`config.mk`:
```
export PLATFORM = sky130hd
export DESIGN_NAME = cache_axi_arbiter_flat
export DESIGN_NICKNAME = d
export VERILOG_FILES = /design/src/rtl/cache_axi_arbiter_pkg.sv /design/src/rtl/cache_axi_arbiter_if.sv /design/src/rtl/cache_axi_arbiter_rr_arb2.sv /design/src/rtl/cache_axi_arbiter.sv /design/src/flat_wrapper.sv
export SDC_FILE = /design/constraint.sdc
export NUM_CORES = 1
export LEC_CHECK = 0
export ABC_AREA = 1
export BUFFER_PORTS_ARGS = -buffer_cell sky130_fd_sc_hd__buf_4
export CELL_PAD_IN_SITES_DETAIL_PLACEMENT = 1
export CELL_PAD_IN_SITES_GLOBAL_PLACEMENT = 2
export CORE_AREA = 2 2 214 216
export CTS_BUF_LIST = sky130_fd_sc_hd__clkbuf_4
export DETAILED_ROUTE_END_ITERATION = 16
export DIE_AREA = 0 0 216 218
export PLACE_DENSITY_LB_ADDON = 0.1
export SYNTH_ARGS = -nofsm -noshare
export SYNTH_HDL_FRONTEND = slang
export SYNTH_SLANG_ARGS = --single-unit
export TNS_END_PERCENT = 50
```
`constraint.sdc`:
```
create_clock -name clock -period 1.3 [get_ports clock]
set_input_delay 0.065 -clock clock [delete_from_list [all_inputs] [get_ports clock]]
set_output_delay 0.065 -clock clock [all_outputs]
set_load 0.01 [all_outputs]
```
`src/rtl/cache_axi_arbiter_pkg.sv`:
```
`default_nettype none
// ============================================================================
// Module      : cache_axi_pkg
// Description : Shared encodings for the cache-side AXI read arbiter.
// Revision    : 1.0 - initial release
// ============================================================================
package cache_axi_pkg;

    localparam logic [2:0] RD_TYPE_BYTE = 3'b000;
    localparam logic [2:0] RD_TYPE_HALF = 3'b001;
    localparam logic [2:0] RD_TYPE_WORD = 3'b010;
    localparam logic [2:0] RD_TYPE_LINE = 3'b100;

    localparam int LINE_BEATS = 4;

    typedef enum logic [1:0] {
        IDLE  = 2'd0,
        OWN_I = 2'd1,
        OWN_D = 2'd2
    } owner_e;

    typedef enum logic {
        GRANT_I = 1'b0,
        GRANT_D = 1'b1
    } grant_e;

endpackage
`default_nettype wire

```
`src/rtl/cache_axi_arbiter_if.sv`:
```
`default_nettype none
// ============================================================================
// Module      : cache_axi_arbiter_if
// Description : Cache request/return and bridge read/write signal bundle.
// Revision    : 1.0 - initial release
// ============================================================================
interface cache_axi_arbiter_if;
    logic         i_rd_req;
    logic [2:0]   i_rd_type;
    logic [31:0]  i_rd_addr;
    logic         i_rd_rdy;
    logic         i_ret_valid;
    logic         i_ret_last;
    logic [31:0]  i_ret_data;

    logic         d_rd_req;
    logic [2:0]   d_rd_type;
    logic [31:0]  d_rd_addr;
    logic         d_rd_rdy;
    logic         d_ret_valid;
    logic         d_ret_last;
    logic [31:0]  d_ret_data;

    logic         d_wr_req;
    logic [2:0]   d_wr_type;
    logic [31:0]  d_wr_addr;
    logic [3:0]   d_wr_wstrb;
    logic [127:0] d_wr_data;
    logic         d_wr_rdy;

    logic         rd_req;
    logic [2:0]   rd_type;
    logic [31:0]  rd_addr;
    logic         rd_rdy;
    logic         ret_valid;
    logic         ret_last;
    logic [31:0]  ret_data;

    logic         wr_req;
    logic [2:0]   wr_type;
    logic [31:0]  wr_addr;
    logic [3:0]   wr_wstrb;
    logic [127:0] wr_data;
    logic         wr_rdy;

    logic         err_spurious;

    // Arbiter view
    modport slave (
        input  i_rd_req, i_rd_type, i_rd_addr,
        output i_rd_rdy, i_ret_valid, i_ret_last, i_ret_data,
        input  d_rd_req, d_rd_type, d_rd_addr,
        output d_rd_rdy, d_ret_valid, d_ret_last, d_ret_data,
        input  d_wr_req, d_wr_type, d_wr_addr, d_wr_wstrb, d_wr_data,
        output d_wr_rdy,
        output rd_req, rd_type, rd_addr,
        input  rd_rdy, ret_valid, ret_last, ret_data,
        output wr_req, wr_type, wr_addr, wr_wstrb, wr_data,
        input  wr_rdy,
        output err_spurious
    );

    // Caches + bridge view
    modport master (
        output i_rd_req, i_rd_type, i_rd_addr,
        input  i_rd_rdy, i_ret_valid, i_ret_last, i_ret_data,
        output d_rd_req, d_rd_type, d_rd_addr,
        input  d_rd_rdy, d_ret_valid, d_ret_last, d_ret_data,
        output d_wr_req, d_wr_type, d_wr_addr, d_wr_wstrb, d_wr_data,
        input  d_wr_rdy,
        input  rd_req, rd_type, rd_addr,
        output rd_rdy, ret_valid, ret_last, ret_data,
        input  wr_req, wr_type, wr_addr, wr_wstrb, wr_data,
        output wr_rdy,
        input  err_spurious
    );
endinterface
`default_nettype wire

```
`src/rtl/cache_axi_arbiter_rr_arb2.sv`:
```
`default_nettype none
// ============================================================================
// Module      : rr_arb2
// Description : Two-way icache/dcache selector, round-robin or dcache-first.
// Revision    : 1.0 - initial release
// ============================================================================
module rr_arb2
    import cache_axi_pkg::*;
#(
    parameter int DPRIO = 0
) (
    input  wire logic clock,
    input  wire logic reset,
    input  wire logic i_req_ic,
    input  wire logic i_req_dc,
    input  wire logic i_advance,
    output grant_e    o_sel
);

    grant_e r_last_grant;

    // On a tie the side that did not win last time goes next, unless dcache is pinned
    always_comb begin
        o_sel = GRANT_I;
        if (i_req_dc && (!i_req_ic || (DPRIO != 0) || (r_last_grant == GRANT_I)))
            o_sel = GRANT_D;
    end

    always_ff @(posedge clock) begin
        if (reset)
            r_last_grant <= GRANT_D;
        else if (i_advance)
            r_last_grant <= o_sel;
    end

endmodule
`default_nettype wire

```
`src/rtl/cache_axi_arbiter.sv`:
```
`default_nettype none
// ============================================================================
// Module      : cache_axi_arbiter
// Description : Shares the bridge read port between icache and dcache and
//               routes return beats to the owning cache; writes pass through.
// Revision    : 1.0 - initial release
// ============================================================================
module cache_axi_arbiter
    import cache_axi_pkg::*;
#(
    parameter int DPRIO  = 0,
    parameter int BEAT_W = 3
) (
    input  wire logic          clock,
    input  wire logic          reset,
    cache_axi_arbiter_if.slave bus
);

    localparam logic [BEAT_W-1:0] C_BEAT_MAX = '1;

    owner_e            r_state;
    logic [BEAT_W-1:0] r_beat_cnt;
    logic              r_err;

    logic   w_owned;
    logic   w_burst_end;
    logic   w_can_grant;
    logic   w_rd_req;
    logic   w_handshake;
    grant_e w_sel;

    assign w_owned     = (r_state != IDLE);
    assign w_burst_end = w_owned && bus.ret_valid && bus.ret_last;
    // Back-to-back: the next burst may be granted on the last beat of the current one
    assign w_can_grant = (r_state == IDLE) || w_burst_end;
    assign w_rd_req    = w_can_grant && (bus.i_rd_req || bus.d_rd_req);
    assign w_handshake = w_rd_req && bus.rd_rdy;

    rr_arb2 #(
        .DPRIO (DPRIO)
    ) u_arb (
        .clock     (clock),
        .reset     (reset),
        .i_req_ic  (bus.i_rd_req),
        .i_req_dc  (bus.d_rd_req),
        .i_advance (w_handshake),
        .o_sel     (w_sel)
    );

    assign bus.rd_req = w_rd_req;

    always_comb begin
        bus.rd_type = 3'b000;
        bus.rd_addr = 32'h0;
        if (w_rd_req) begin
            if (w_sel == GRANT_D) begin
                bus.rd_type = bus.d_rd_type;
                bus.rd_addr = bus.d_rd_addr;
            end else begin
                bus.rd_type = bus.i_rd_type;
                bus.rd_addr = bus.i_rd_addr;
            end
        end
    end

    assign bus.i_rd_rdy = w_handshake && (w_sel == GRANT_I);
    assign bus.d_rd_rdy = w_handshake && (w_sel == GRANT_D);

    assign bus.i_ret_valid = (r_state == OWN_I) && bus.ret_valid;
    assign bus.i_ret_last  = (r_state == OWN_I) && bus.ret_last;
    assign bus.d_ret_valid = (r_state == OWN_D) && bus.ret_valid;
    assign bus.d_ret_last  = (r_state == OWN_D) && bus.ret_last;
    assign bus.i_ret_data  = bus.ret_data;
    assign bus.d_ret_data  = bus.ret_data;

    assign bus.wr_req   = bus.d_wr_req;
    assign bus.wr_type  = bus.d_wr_type;
    assign bus.wr_addr  = bus.d_wr_addr;
    assign bus.wr_wstrb = bus.d_wr_wstrb;
    assign bus.wr_data  = bus.d_wr_data;
    assign bus.d_wr_rdy = bus.wr_rdy;

    assign bus.err_spurious = r_err;

    always_ff @(posedge clock) begin
        if (reset) begin
            r_state    <= IDLE;
            r_beat_cnt <= '0;
            r_err      <= 1'b0;
        end else begin
            if (w_handshake) begin
                r_state    <= (w_sel == GRANT_D) ? OWN_D : OWN_I;
                r_beat_cnt <= '0;
            end else begin
                if (w_burst_end)
                    r_state <= IDLE;
                if (w_owned && bus.ret_valid && (r_beat_cnt != C_BEAT_MAX))
                    r_beat_cnt <= r_beat_cnt + 1'b1;
            end
            // Unowned beats are dropped; a full counter without last means a runaway burst
            if (bus.ret_valid && (!w_owned || ((r_beat_cnt == C_BEAT_MAX) && !bus.ret_last)))
                r_err <= 1'b1;
        end
    end

endmodule
`default_nettype wire

```
`src/flat_wrapper.sv`:
```
// flat-port wrapper written by rule: the top's interface ports become plain ports
module cache_axi_arbiter_flat import cache_axi_pkg::*;
#(
    parameter int DPRIO  = 0,
    parameter int BEAT_W = 3
)
  (clock, reset, bus_i_rd_req, bus_i_rd_type, bus_i_rd_addr, bus_i_rd_rdy, bus_i_ret_valid, bus_i_ret_last, bus_i_ret_data, bus_d_rd_req, bus_d_rd_type, bus_d_rd_addr, bus_d_rd_rdy, bus_d_ret_valid, bus_d_ret_last, bus_d_ret_data, bus_d_wr_req, bus_d_wr_type, bus_d_wr_addr, bus_d_wr_wstrb, bus_d_wr_data, bus_d_wr_rdy, bus_rd_req, bus_rd_type, bus_rd_addr, bus_rd_rdy, bus_ret_valid, bus_ret_last, bus_ret_data, bus_wr_req, bus_wr_type, bus_wr_addr, bus_wr_wstrb, bus_wr_data, bus_wr_rdy, bus_err_spurious);
  cache_axi_arbiter_if bus_i ();
  input  wire logic clock;
  input  wire logic reset;
  input wire logic [$bits(bus_i.i_rd_req)-1:0] bus_i_rd_req;
  input wire logic [$bits(bus_i.i_rd_type)-1:0] bus_i_rd_type;
  input wire logic [$bits(bus_i.i_rd_addr)-1:0] bus_i_rd_addr;
  output wire logic [$bits(bus_i.i_rd_rdy)-1:0] bus_i_rd_rdy;
  output wire logic [$bits(bus_i.i_ret_valid)-1:0] bus_i_ret_valid;
  output wire logic [$bits(bus_i.i_ret_last)-1:0] bus_i_ret_last;
  output wire logic [$bits(bus_i.i_ret_data)-1:0] bus_i_ret_data;
  input wire logic [$bits(bus_i.d_rd_req)-1:0] bus_d_rd_req;
  input wire logic [$bits(bus_i.d_rd_type)-1:0] bus_d_rd_type;
  input wire logic [$bits(bus_i.d_rd_addr)-1:0] bus_d_rd_addr;
  output wire logic [$bits(bus_i.d_rd_rdy)-1:0] bus_d_rd_rdy;
  output wire logic [$bits(bus_i.d_ret_valid)-1:0] bus_d_ret_valid;
  output wire logic [$bits(bus_i.d_ret_last)-1:0] bus_d_ret_last;
  output wire logic [$bits(bus_i.d_ret_data)-1:0] bus_d_ret_data;
  input wire logic [$bits(bus_i.d_wr_req)-1:0] bus_d_wr_req;
  input wire logic [$bits(bus_i.d_wr_type)-1:0] bus_d_wr_type;
  input wire logic [$bits(bus_i.d_wr_addr)-1:0] bus_d_wr_addr;
  input wire logic [$bits(bus_i.d_wr_wstrb)-1:0] bus_d_wr_wstrb;
  input wire logic [$bits(bus_i.d_wr_data)-1:0] bus_d_wr_data;
  output wire logic [$bits(bus_i.d_wr_rdy)-1:0] bus_d_wr_rdy;
  output wire logic [$bits(bus_i.rd_req)-1:0] bus_rd_req;
  output wire logic [$bits(bus_i.rd_type)-1:0] bus_rd_type;
  output wire logic [$bits(bus_i.rd_addr)-1:0] bus_rd_addr;
  input wire logic [$bits(bus_i.rd_rdy)-1:0] bus_rd_rdy;
  input wire logic [$bits(bus_i.ret_valid)-1:0] bus_ret_valid;
  input wire logic [$bits(bus_i.ret_last)-1:0] bus_ret_last;
  input wire logic [$bits(bus_i.ret_data)-1:0] bus_ret_data;
  output wire logic [$bits(bus_i.wr_req)-1:0] bus_wr_req;
  output wire logic [$bits(bus_i.wr_type)-1:0] bus_wr_type;
  output wire logic [$bits(bus_i.wr_addr)-1:0] bus_wr_addr;
  output wire logic [$bits(bus_i.wr_wstrb)-1:0] bus_wr_wstrb;
  output wire logic [$bits(bus_i.wr_data)-1:0] bus_wr_data;
  input wire logic [$bits(bus_i.wr_rdy)-1:0] bus_wr_rdy;
  output wire logic [$bits(bus_i.err_spurious)-1:0] bus_err_spurious;
  assign bus_i.i_rd_req = bus_i_rd_req;
  assign bus_i.i_rd_type = bus_i_rd_type;
  assign bus_i.i_rd_addr = bus_i_rd_addr;
  assign bus_i_rd_rdy = bus_i.i_rd_rdy;
  assign bus_i_ret_valid = bus_i.i_ret_valid;
  assign bus_i_ret_last = bus_i.i_ret_last;
  assign bus_i_ret_data = bus_i.i_ret_data;
  assign bus_i.d_rd_req = bus_d_rd_req;
  assign bus_i.d_rd_type = bus_d_rd_type;
  assign bus_i.d_rd_addr = bus_d_rd_addr;
  assign bus_d_rd_rdy = bus_i.d_rd_rdy;
  assign bus_d_ret_valid = bus_i.d_ret_valid;
  assign bus_d_ret_last = bus_i.d_ret_last;
  assign bus_d_ret_data = bus_i.d_ret_data;
  assign bus_i.d_wr_req = bus_d_wr_req;
  assign bus_i.d_wr_type = bus_d_wr_type;
  assign bus_i.d_wr_addr = bus_d_wr_addr;
  assign bus_i.d_wr_wstrb = bus_d_wr_wstrb;
  assign bus_i.d_wr_data = bus_d_wr_data;
  assign bus_d_wr_rdy = bus_i.d_wr_rdy;
  assign bus_rd_req = bus_i.rd_req;
  assign bus_rd_type = bus_i.rd_type;
  assign bus_rd_addr = bus_i.rd_addr;
  assign bus_i.rd_rdy = bus_rd_rdy;
  assign bus_i.ret_valid = bus_ret_valid;
  assign bus_i.ret_last = bus_ret_last;
  assign bus_i.ret_data = bus_ret_data;
  assign bus_wr_req = bus_i.wr_req;
  assign bus_wr_type = bus_i.wr_type;
  assign bus_wr_addr = bus_i.wr_addr;
  assign bus_wr_wstrb = bus_i.wr_wstrb;
  assign bus_wr_data = bus_i.wr_data;
  assign bus_i.wr_rdy = bus_wr_rdy;
  assign bus_err_spurious = bus_i.err_spurious;
  cache_axi_arbiter #(.DPRIO(DPRIO), .BEAT_W(BEAT_W)) u_core (.clock(clock), .reset(reset), .bus(bus_i));
endmodule
```
[Word level (Yosys, flattened, before mapping)]
Index checks and enable logic that the tools add are counted.
Storage, ports and cells
  register bits: 7
  bits of input ports: 278
  output and inout port bits: 276
  logic and storage cells: 44
Cells by class
  $add $sub $neg: 1
  equality and inequality tests: 4
  multiplexer cells: 8
  bitwise logic cells: 2
  reduce and logical (&&, ||, !) cells: 25
Operators by type and width (number)
  32-bit 2-to-1 mux: 2
  1-bit logical AND: 14
  2-bit 2-to-1 mux: 3
  3-bit 2-to-1 mux: 2
  1-bit logical OR: 4
  2-bit nonzero test: 2
  3-bit by 1-bit adder with 3-bit output (second input constant): 1
  3-bit == test (second input constant): 1
  1-bit zero test: 3
  3-bit inequality test (second input constant): 1
  2-bit by 1-bit == test with 1-bit output (second input constant): 1
  2-bit == test (second input constant): 1
  2-bit zero test: 1
  1-bit inverter: 2
  2-bit OR reduction: 1
  1-bit 2-to-1 mux: 1

[Longest topological paths before layout]
  word-level depth: 7
  depth in mapped cells: 6
  depth with buffers taken out: 6

[By module]
Synthesis repeated with hierarchy kept, for this count alone.
Second synthesis, totals
  cell total of the unflattened synthesis: 404
  area total of the unflattened synthesis: 2770.2 um2
Modules (own cells, without submodules)
  cache_axi_arbiter: instances 1, cells an instance 397, area each 2722.6 um2, sequential area each 120.1 um2
  rr_arb2: instances 1, cells an instance 7, area each 47.5 um2, sequential area each 20.0 um2

[Worst setup path before layout]
Ideal clock, no wire load.
  path kind: register -> register
  start point: register u_core.r_beat_cnt[0]
  end point: register u_core.r_beat_cnt[0]
  library setup time: 70 ps
  data arrival time: 1174 ps
  required time: 1230 ps
  path slack: 56 ps
  stages on the path, launching flop included: 7
  buffers on the path: 0
  path through: dfxtp_1 -> ha_1 -> ha_1 -> inv_1 -> nand3_1 -> or2_0 -> a21oi_1
Between the ends
  longest elaborated chain between the ends: 2
  elaborated cells between the ends (all ways): 3
  classes of those cells: add/sub: 1; eq/ne: 1; reduce/logical: 1
RTL lines
  start, declared: line cache_axi_arbiter.sv:22  | logic [BEAT_W-1:0] r_beat_cnt;
  start signal, assigned: line cache_axi_arbiter.sv:98  | r_beat_cnt <= r_beat_cnt + 1'b1;
  branches (longest 2 deep; another with 3-bit by 1-bit adder with 3-bit output)
Parallel ways; which one is timed is not known.
A chain may end at the register's enable or synchronous reset.

[Worst setup path after layout]
  start point: register u_core.u_arb.r_last_grant
  end point: output port bus_rd_addr[14]
Between the ends
  longest elaborated chain between the ends: 6
RTL lines
  start, declared: line cache_axi_arbiter_rr_arb2.sv:20  | grant_e r_last_grant;
  start signal, assigned: line cache_axi_arbiter_rr_arb2.sv:33  | r_last_grant <= o_sel;
  1-bit inverter: line cache_axi_arbiter_rr_arb2.sv:25  | if (i_req_dc && (!i_req_ic || (DPRIO != 0) || (r_last_grant == GRANT_I)))
  1-bit logical OR: line cache_axi_arbiter_rr_arb2.sv:25
  1-bit logical AND: line cache_axi_arbiter_rr_arb2.sv:25
  1-bit 2-to-1 mux: line cache_axi_arbiter_rr_arb2.sv:25
  32-bit 2-to-1 mux: line cache_axi_arbiter.sv:56  | if (w_sel == GRANT_D) begin
  32-bit 2-to-1 mux: line cache_axi_arbiter.sv:55  | if (w_rd_req) begin
  end, declared: line flat_wrapper.sv:33  | output wire logic [$bits(bus_i.rd_addr)-1:0] bus_rd_addr;
No other way between the ends.

==> impl_metrics.json <==
{
  "synth-seq-cells": 7,
  "cts_max_level": 1,
  "syn_area_per_cell_sq_um": 6.88,
  "first_global_vias": 2306,
  "dieHeight_microns": 218,
  "rows": 78,
  "max_cap_viol_count": 0,
  "period_needed_ps": 1480,
  "crit_slowest_cell": "dfxtp_2",
  "port_buffers": 119,
  "die_width_microns": 216,
  "clockBufferDepth": 2,
  "area_growth_syn_to_layout_pct": 18.2,
  "vias_per_cell": 2.23,
  "ios": 554,
  "status": "finished, violations left",
  "min_path_cells": 0,
  "grt_max_degree": 17,
  "clock_sinks": 7,
  "final_common_cell": "buf_4",
  "place_area_sq_um": 2760,
  "wl_per_cell_microns": 14.0,
  "cp.arrival_ps": 1420,
  "whs_endpoint": "bus_wr_addr[0]",
  "netlist_area_sq_um": 2750,
  "synth_nets": 680,
  "power-per-cell-area_nw_per_um2": 531,
  "cp_cell_sequence": "nand2_2 > nand2_4 > buf_12 > buf_16 > nand2_2 > a21oi_4 > buf_4",
  "worst_ep_required_time_ps": 1240,
  "min_from": "bus_d_wr_addr[0]",
  "clk_pin_slew_worst_paths_ps": 60,
  "core_sq_um": 44900,
  "p_leak_nw": 1.26,
  "numCtsBuffers": 3,
  "clk_latency_ps": 250,
  "violations": "setup timing",
  "peakVddDrop_mv": 0.156,
  "cts_tree": "done",
  "ys.warnings.count": 0,
  "grtUsageTotal_pct": 5.00,
  "cp_max_fo": 8,
  "clockRootBuffer": "clkbuf_4",
  "drtIter0Drc": 25,
  "worst_pin_slew_ps": 303,
  "cp_num_cells": 7,
  "crit_top_cell": "nand2_2",
  "final_hold_viol_count": 0,
  "setup_slack_ps": -180,
  "place_hpwl_microns": 9580,
  "final_cell_mix": "131 x buf_4, 60 x nand2_1, 31 x a21oi_2, 12 x nand2_2, 9 x buf_6",
  "whs_ps": 130,
  "worstHoldPathType": "in2out",
  "routed_wl_microns": 12800,
  "drv_slew": 0,
  "critPathBufInv": 3,
  "synthDistinctLibCells": 21,
  "dr.pass1.iters": 4,
  "dieArea_sq_um": 47100,
  "rr_endpoint": "u_core.r_state[1]$_SDFFE_PP0P_",
  "start_util_pct": 6.13,
  "reg2reg_slack_ps": 20,
  "skew_ps": 7.47,
  "critPathTopFamily": "buffers and inverters",
  "grt_overflow": 0,
  "critPathCaptureType": "output pin",
  "r2r_cells": 8,
  "num_vias": 2039,
  "fin_crit_sh_pct": 114,
  "design_area_sq_um": 3250,
  "drive_above_1_share_pct": 72.0,
  "synthCells": 400,
  "fmax_mhz": 676,
  "setup_viol": 40,
  "yosysSeqAreaShare_pct": 5.09,
  "r2r_start": "u_core.r_state[1]$_SDFFE_PP0P_",
  "max_stage_delay_ps": 340,
  "drc": 0,
  "nets": 595,
  "setup.worst_path.class": "reg2out",
  "gp_congestion": 0.623,
  "grt_pass1_wl_microns": 16600,
  "rsz0062_at_grt": "true",
  "relSlewSlack_pct": 79.6,
  "antenna_found_initial": 1,
  "start_kind": "flop",
  "antenna_left": 0
}
report_power, final:
group	leakage (nW)	switching (W)	total (W)	internal [W]
Sequential	0.0578	0.00000762	0.000236	0.000228
Clock	0.0184	0.0000883	0.000227	0.000139
Combinational	1.19	0.000606	0.00127	0.000661
worst max-delay path by stage:
stage,from,endpoint
after floorplan,u_core.r_beat_cnt[0]$_SDFFE_PP0P_,u_core.r_beat_cnt[0]$_SDFFE_PP0P_
after global placement,u_core.r_beat_cnt[0]$_SDFFE_PP0P_,u_core.r_beat_cnt[0]$_SDFFE_PP0P_
after detailed placement,u_core.r_beat_cnt[0]$_SDFFE_PP0P_,u_core.r_beat_cnt[0]$_SDFFE_PP0P_
after CTS,u_core.u_arb.r_last_grant$_SDFFE_PP1P_,bus_rd_addr[1]
after global routing,u_core.r_state[1]$_SDFFE_PP0P_,bus_rd_addr[17]
final,u_core.u_arb.r_last_grant$_SDFFE_PP1P_,bus_rd_addr[14]
kinds of logic (layout without fill, tap and decap cells):
| logic type | count (synthesis) | in the layout | share of synthesized area (%) |
|---|---|---|---|
| flip-flops | 7 | 7 | 5.09 |
| AND/OR/NAND/NOR | 96 | 96 | 14.7 |
| buffers and inverters | 252 | 166 | 67.1 |
| AO/OA/AOI/OAI | 43 | 43 | 12.2 |
| other | 0 | 1 | 0 |
| adder cells (fa/ha/maj) | 2 | 2 | 0.909 |
routing by layer:
metal / share of wire [%] / vias to the layer above / GRT usage [%]
li1: - / 850 / -
met1: 26 / 902 / 3.86
met2: 55 / 217 / 9.66
met3: 13 / 68 / 2.64
met4: 4.9 / 2 / 2.99
met5: 0.32 / - / 0.729
what timing repair did:
action                                  CTS  global route
resized for setup                        39            29
endpoints found under the setup margin   39            44
setup buffers                             5             4
pin swaps                                 7             7
hold buffers                              1             0
gates cloned                              4             1
hold endpoints to repair                  3             0
sequential cells by signal, indices dropped and copies added (netlist names):
register                   count
u_core.bus.err_spurious        1
u_core.r_state                 2
u_core.r_beat_cnt              3
u_core.u_arb.r_last_grant      1
cells in the mapped netlist:
cell type | number | share of area, %
a21oi_1 | 12 | 2.2
a21oi_2 | 29 | 9.2
buf_2 | 4 | 0.73
buf_4 | 233 | 64
buf_6 | 3 | 1.2
clkbuf_1 | 2 | 0.27
dfxtp_1 | 7 | 5.1
ha_1 | 2 | 0.91
inv_1 | 8 | 1.1
inv_2 | 2 | 0.27
nand2_1 | 76 | 10
nand2_2 | 1 | 0.23
nand2_4 | 2 | 0.82
nand3_1 | 6 | 1.1
nand4_1 | 4 | 0.91
nor2_1 | 1 | 0.14
nor3_1 | 4 | 0.73
o21ai_0 | 1 | 0.18
o21ai_4 | 1 | 0.59
or2_0 | 1 | 0.23
or2_2 | 1 | 0.23
metrics by stage:
step / cells / utilization [%] / power, W / TNS (ps) / worst slack, ps
2_1_floorplan: 400 / - / 0.00139 / 0 / 55.8
3_3_place_gp: 895 / 6.15 / 0.00129 / -40.9 / -34.6
3_5_place_dp: 895 / 6.15 / 0.00127 / -65.9 / -65.9
4_1_cts: 909 / 6.84 / 0.00171 / -7160 / -210
5_1_grt: 915 / 7.25 / 0.00188 / -9650 / -269
6_report: 915 / 7.25 / 0.00173 / -5470 / -180
final cells by class:
cell class	instances	area, sq um
fillers	5428	41600
well taps	600	751
repair buffers	152	1340
clock buffers	4	30.0
flip-flops and latches	7	144
inverters	10	45.0
diodes	1	2.50
multi-input cells	141	942
(Power assumes the default switching activity.)
